--- src/rtl/uart_echo_top.sv ---
// uart_echo_top: FPGA UART loopback. 8N1 receiver, one-byte holding buffer, 8N1 transmitter.
// Every correctly framed byte is retransmitted unchanged.
//
// Ports:
//   clk       system clock, all logic on rising edge
//   reset     synchronous, active-high reset
//   sw_0      RX enable (1 = receive), sampled directly
//   sw_1      TX enable (1 = transmit), sampled directly
//   uart_rxd  serial input, idle high, asynchronous to clk
//   uart_txd  serial output, idle high
//   led       last byte accepted by RX
//   rx_valid  one-cycle pulse when a byte is accepted
//   tx_busy   high while TX is sending a frame
//
// RX and TX FSM states (shared encoding):
//   state   | meaning
//   S_IDLE  | line idle; RX waits for a start edge, TX waits for a buffered byte
//   S_START | RX: waiting half a bit to re-check start; TX: driving the start bit
//   S_DATA  | 8 data bits, LSB first
//   S_STOP  | RX: sampling mid stop bit; TX: driving the stop bit

module uart_echo_top #(
  parameter int CLK_HZ   = 50_000_000,
  parameter int BIT_RATE = 9600
) (
  input  logic       clk,
  input  logic       reset,
  input  logic       sw_0,
  input  logic       sw_1,
  input  logic       uart_rxd,
  output logic       uart_txd,
  output logic [7:0] led,
  output logic       rx_valid,
  output logic       tx_busy
);

  localparam int CYCLES_PER_BIT = CLK_HZ / BIT_RATE;
  localparam int HALF_BIT       = CYCLES_PER_BIT / 2;
  localparam int CNT_W          = (CYCLES_PER_BIT > 1) ? $clog2(CYCLES_PER_BIT) : 1;

  // Down-counter reload values; a phase ends when the counter reaches zero.
  localparam logic [CNT_W-1:0] BIT_LOAD  = CNT_W'(CYCLES_PER_BIT - 1);
  localparam logic [CNT_W-1:0] HALF_LOAD = CNT_W'(HALF_BIT - 1);

  typedef enum logic [1:0] {
    S_IDLE  = 2'd0,
    S_START = 2'd1,
    S_DATA  = 2'd2,
    S_STOP  = 2'd3
  } state_t;

  // ---------------------------------------------------------------
  // Input synchronizer (resets to the idle-high line level)
  // ---------------------------------------------------------------
  logic rxd_meta;
  logic rxd_sync;

  always_ff @(posedge clk) begin
    if (reset) begin
      rxd_meta <= 1'b1;
      rxd_sync <= 1'b1;
    end else begin
      rxd_meta <= uart_rxd;
      rxd_sync <= rxd_meta;
    end
  end

  // ---------------------------------------------------------------
  // Receiver
  // ---------------------------------------------------------------
  state_t           rx_state;
  state_t           rx_next;
  logic [CNT_W-1:0] rx_cnt;
  logic [2:0]       rx_bit_idx;
  logic [7:0]       rx_shift;
  logic             rx_cnt_zero;
  logic             rx_shift_en;
  logic             rx_accept;

  assign rx_cnt_zero = (rx_cnt == '0);

  always_ff @(posedge clk) begin
    if (reset) rx_state <= S_IDLE;
    else       rx_state <= rx_next;
  end

  always_comb begin
    rx_next = rx_state;
    case (rx_state)
      S_IDLE:  if (sw_0 && !rxd_sync)                rx_next = S_START;
      S_START: if (rx_cnt_zero)                      rx_next = rxd_sync ? S_IDLE : S_DATA;
      S_DATA:  if (rx_cnt_zero && rx_bit_idx == 3'd7) rx_next = S_STOP;
      S_STOP:  if (rx_cnt_zero)                      rx_next = S_IDLE;
      default:                                       rx_next = S_IDLE;
    endcase
  end

  always_comb begin
    rx_shift_en = 1'b0;
    rx_accept   = 1'b0;
    case (rx_state)
      S_DATA:  rx_shift_en = rx_cnt_zero;
      // The stop bit is judged at its midpoint; the rest of it is not waited for.
      S_STOP:  rx_accept   = rx_cnt_zero && rxd_sync;
      default: ;
    endcase
  end

  always_ff @(posedge clk) begin
    if (reset) begin
      rx_cnt     <= '0;
      rx_bit_idx <= 3'd0;
      rx_shift   <= 8'h00;
      led        <= 8'h00;
      rx_valid   <= 1'b0;
    end else begin
      rx_valid <= rx_accept;
      if (rx_state == S_IDLE) begin
        // Preloaded with the half-bit delay so START begins counting immediately.
        rx_cnt     <= HALF_LOAD;
        rx_bit_idx <= 3'd0;
      end else if (rx_cnt_zero) begin
        rx_cnt <= BIT_LOAD;
      end else begin
        rx_cnt <= rx_cnt - 1'b1;
      end
      if (rx_shift_en) begin
        rx_shift   <= {rxd_sync, rx_shift[7:1]};
        rx_bit_idx <= rx_bit_idx + 3'd1;
      end
      if (rx_accept) led <= rx_shift;
    end
  end

  // ---------------------------------------------------------------
  // One-entry holding buffer
  // ---------------------------------------------------------------
  logic       buf_full;
  logic [7:0] buf_data;
  logic       tx_load;

  // tx_load implies buf_full, so a byte arriving in the load cycle is dropped.
  always_ff @(posedge clk) begin
    if (reset) begin
      buf_full <= 1'b0;
      buf_data <= 8'h00;
    end else if (tx_load) begin
      buf_full <= 1'b0;
    end else if (rx_accept && !buf_full) begin
      buf_full <= 1'b1;
      buf_data <= rx_shift;
    end
  end

  // ---------------------------------------------------------------
  // Transmitter
  // ---------------------------------------------------------------
  state_t           tx_state;
  state_t           tx_next;
  logic [CNT_W-1:0] tx_cnt;
  logic [2:0]       tx_bit_idx;
  logic [7:0]       tx_shift;
  logic             tx_cnt_zero;

  assign tx_cnt_zero = (tx_cnt == '0);

  always_ff @(posedge clk) begin
    if (reset) tx_state <= S_IDLE;
    else       tx_state <= tx_next;
  end

  always_comb begin
    tx_next = tx_state;
    case (tx_state)
      S_IDLE:  if (buf_full && sw_1)                  tx_next = S_START;
      S_START: if (tx_cnt_zero)                       tx_next = S_DATA;
      S_DATA:  if (tx_cnt_zero && tx_bit_idx == 3'd7) tx_next = S_STOP;
      S_STOP:  if (tx_cnt_zero)                       tx_next = S_IDLE;
      default:                                        tx_next = S_IDLE;
    endcase
  end

  always_comb begin
    tx_load  = 1'b0;
    uart_txd = 1'b1;
    tx_busy  = 1'b1;
    case (tx_state)
      S_IDLE: begin
        tx_load = buf_full && sw_1;
        tx_busy = 1'b0;
      end
      S_START: uart_txd = 1'b0;
      S_DATA:  uart_txd = tx_shift[0];
      S_STOP:  uart_txd = 1'b1;
      default: ;
    endcase
  end

  always_ff @(posedge clk) begin
    if (reset) begin
      tx_cnt     <= '0;
      tx_bit_idx <= 3'd0;
      tx_shift   <= 8'h00;
    end else begin
      if (tx_state == S_IDLE) begin
        // Full bit period ready for the start bit that follows a load.
        tx_cnt     <= BIT_LOAD;
        tx_bit_idx <= 3'd0;
        if (tx_load) tx_shift <= buf_data;
      end else if (tx_cnt_zero) begin
        tx_cnt <= BIT_LOAD;
      end else begin
        tx_cnt <= tx_cnt - 1'b1;
      end
      if (tx_state == S_DATA && tx_cnt_zero) begin
        tx_shift   <= {1'b0, tx_shift[7:1]};
        tx_bit_idx <= tx_bit_idx + 3'd1;
      end
    end
  end

endmodule

--- config.mk ---
export PLATFORM = sky130hd
export DESIGN_NAME = uart_echo_top
export DESIGN_NICKNAME = d
export VERILOG_FILES = /design/src/rtl/uart_echo_top.sv
export SDC_FILE = /design/constraint.sdc
export NUM_CORES = 1
export LEC_CHECK = 0
export CORE_UTILIZATION = 53
export CTS_CLUSTER_SIZE = 40
export DETAILED_ROUTE_END_ITERATION = 7
export PLACE_DENSITY = 0.81
export SYNTH_ARGS = -nofsm -noshare
export SYNTH_HDL_FRONTEND = slang
export SYNTH_SLANG_ARGS = --single-unit
--- constraint.sdc ---
create_clock -name clk -period 2 [get_ports clk]
set_input_delay 0.4 -clock clk [delete_from_list [all_inputs] [get_ports clk]]
set_output_delay 0.4 -clock clk [all_outputs]
set_load 0.02 [all_outputs]
==> results of run 1 <==
worst max-delay path: stages (launching register included):
cell	delay (ns)
dfxtp_2	0.32
inv_2	0.06
ha_4	0.13
or4b_4	0.47
nor4b_4	0.24
buf_6	0.16
nor2_4	0.04
or3_1	0.34
o211a_1	0.13
path summary, 6_finish.rpt:
path / startpoint / to / slack (ns) / cells past startpoint
min reg2reg: rxd_meta / rxd_sync / 0.42 / 1
min: reset / tx_cnt[1] / 0.39 / 2
max: tx_cnt[1] / tx_state[0] / 0.001 / 8
max reg2reg: tx_cnt[1] / tx_state[0] / 0.001 / 8
power groups by stage:
stage	Combinational, mW	Clock, mW	Sequential, mW
detailed placement	0.301	0	1.53
global route	0.346	1.04	1.51
finish	0.315	0.938	1.50
CTS	0.312	0.960	1.50
floorplan	0.209	0	1.52
global placement	0.296	0	1.53
metrics by stage:
step / hold slack [ns] / area, µm²
global route: 0.424 / 3620
CTS: 0.391 / 3600
finish: 0.394 / 3620
global placement: 0.398 / 3420
floorplan: 0.389 / 3120
detailed placement: 0.402 / 3420
cell usage after synthesis (all sizes together):
library cell  instances  area, µm²
dfxtp                72       1440
nor2                 49        186
mux2i                26        260
a21oi                24        120
nand2                21       83.8
clkbuf               13       48.8
nand3                12       60.1
nor3                 11       60.1
xnor2                11       96.3
ha                   10        125
o21ai                10       50.1
inv                   9       33.8
a211oi                7       87.6
xor2                  7       61.3
buf                   5       37.5
or2                   5       31.3
a31oi                 4       25.0
nand2b                4       25.0
nand4b                4       35.0
or3                   4       26.3
o31ai                 3       22.5
or4                   3       26.3
a221oi                2       23.8
and3                  2       12.5
and4b                 2       20.0
nor4                  2       12.5
and2                  1       7.51
nand3b                1       7.51
nor3b                 1       7.51
nor4b                 1       23.8
o211a                 1       10.0
o21a                  1       7.51
or4b                  1       13.8
cell type report:
cell class / instances / area, µm²
Fill cell: 455 / 1950
Multi-Input combinational cell: 230 / 1590
Sequential cell: 72 / 1450
Timing Repair Buffer: 33 / 307
Clock buffer: 11 / 131
Tap cell: 72 / 90.1
Inverter: 9 / 33.8
Clock inverter: 4 / 22.5
cell families after synthesis:
logic type,Yosys count,share of synthesized area [%]
DFF,72,46.6
AOI/OAI and AO/OA,52,11.2
and+or+nand+nor,124,20.7
xor gates and xnor gates,18,5.10
adders and majority gates,10,4.05
buffers and inverters,27,3.89
muxes,26,8.42
metal layers:
metal | GRT usage [%] | share of wire (%) | up-vias
met3 | 5.12 | 2.7 | 13
met2 | 33.5 | 49 | 33
li1 | - | - | 1183
met4 | 9.63 | 2.1 | 0
met1 | 25.2 | 46 | 1118
met5 | 0 | 0 | -
flip-flops by register name, indices dropped and copies added, names as in the netlist, named ones only:
register	flops
rxd_meta	1
rx_bit_idx	3
buf_data	8
tx_bit_idx	3
led	8
rx_cnt	13
tx_shift	8
rx_shift	8
rxd_sync	1
rx_valid	1
tx_state	2
buf_full	1
rx_state	1
tx_cnt	13
cell usage in the layout (no fill, tap or decap), drive strengths merged, types with 5 or more instances in the layout:
cell type	count
xnor2	11
xor2	7
or2	5
ha	10
nand3	12
buf	20
nand2	21
o21ai	10
nor2	49
clkbuf	11
nor3	11
clkdlybuf4s50	12
dfxtp	72
inv	9
a21oi	24
a211oi	7
mux2i	26
repair_timing:
| item | in CTS | in global routing |
|---|---|---|
| resized for setup | 8 | 9 |
| setup endpoints to repair | 4 | 14 |
| buffers inserted | 1 | 0 |
| pin swaps | 1 | 7 |
==> results.yml, run 1 <==
sta:
  timing.final.max_slew_violations: 0
  post-route-period-util_pct: 99.9
  setup_slack_ns: 0.00111
  finalHoldViolations: 0
  maxSlewHeadroom_pct: 69.7
  final_setup_vio_count: 0
  fmax_ghz: 0.500
  sum_of_negative_setup_slack_ns: 0
  post-route-min-period_ns: 2.00
  clock-skew-final_ns: 0.00988
  worst_pin_slew_ns: 0.452
  grt_setup_unrepaired: "yes"
clock_tree:
  cts.reportedPaths.clkPinSlew_ns: 0.07
  insertion_delay_ns: 0.34
  tritoncts.num_buffers: 9
  clkSinkCount: 72
  cts_root_buffer: "clkbuf_8"
  count_of_h_tree_levels_built_during_cts: 3
  post_cts_hold_buffer_count: 0
  cts_tree: "built"
  cts-root-to-sink-buffers: 2
final_layout:
  area_growth_pct: 17.1
  post-route-util_pct: 64.9
  stdcell_count: 431
  nets: 370
  num_antenna_cells: 0
  final_layout_size_suffix_gt1_share_pct: 18.7
global_routing:
  grt_first_pass_wirelength_mm: 9.76
  grt_overflow_total: 0
  grt_antenna_before_repair: 0
  grt_pass1_vias: 2183
  grt_use_total_pct: 20.5
  pin_count_of_the_biggest_net_entering_global_routing: 49
logic_synthesis:
  synth.yosys.warnings: 0
  post_synth_inst_count: 329
  post_synth_num_cell_types: 40
  post_synth.cell_area_avg_um2: 9.39
  synth.yosys.seq_area_share_pct: 46.6
  synth_seq_cells: 72
  synth.net_count: 344
  syn-cell-area_um2: 3090
floorplanning:
  num_io_pins: 16
  die-width_um: 78.4
  placementRows: 27
  dieArea_um2: 6140
  die_h_um: 78.4
  initial_util_pct: 55.4
  design.core.area_um2: 5570
worst_setup_path:
  worst_ep_required_ns: 2.24
  critPathKind: "register to register"
  cp_data_arrival_time_ns: 2.24
  endpoint_kind: "register"
  timing.critical_path.fanout_max: 5
  setup.worst_path.start_class: "register"
detailed_routing:
  final_routed_drc_violation_total: 0
  drt_wl_total_mm: 5.79
  drt_first_iter_violations: 95
  wire_per_inst_um: 13.4
  routed_via_density: 5.45
  first_pass_iters: 4
  detailroute.via_count: 2347
  final_antenna_net_count: 0
flow_run:
  max-cap-violations: 0
power_and_ir_drop:
  p_sw_mw: 0.706
  share_clk_of_total_power_pct: 34.0
  swShare_pct: 25.6
  static-leakage-power_nw: 1.54
  p_total_mw: 2.76
  part_of_the_power_in_combinational_logic_pct: 11.4
  p_per_area_nw_per_um2: 761
  sequentialPowerShare_pct: 54.5
  cellInternalPower_mw: 2.05
  max_vdd_drop_mv: 0.525
placement:
  post-place-cells: 415
  place_worst_setup_slack_ns: -0.0242
  portBuffers: 15
  finalWeightedCongestion: 0.765
  post-dp-hpwl_mm: 3.95
worst_hold_path:
  min-delay-path-class: "input pin to register"
outcome:
  outcome: "complete, no violations"
Note: power is estimated with default switching activity, not from simulation.
==> run 2, diff against run 1 <==
--- a/config.mk
+++ b/config.mk
@@ -6,7 +6,7 @@
 export NUM_CORES = 1
 export LEC_CHECK = 0
 export CORE_UTILIZATION = 53
-export CTS_CLUSTER_SIZE = 40
+export CTS_CLUSTER_SIZE = 16
 export DETAILED_ROUTE_END_ITERATION = 7
 export PLACE_DENSITY = 0.81
 export SYNTH_ARGS = -nofsm -noshare
==> results of run 2 <==
Same layout as run 1: the final DEF is identical, and so are final timing and power.
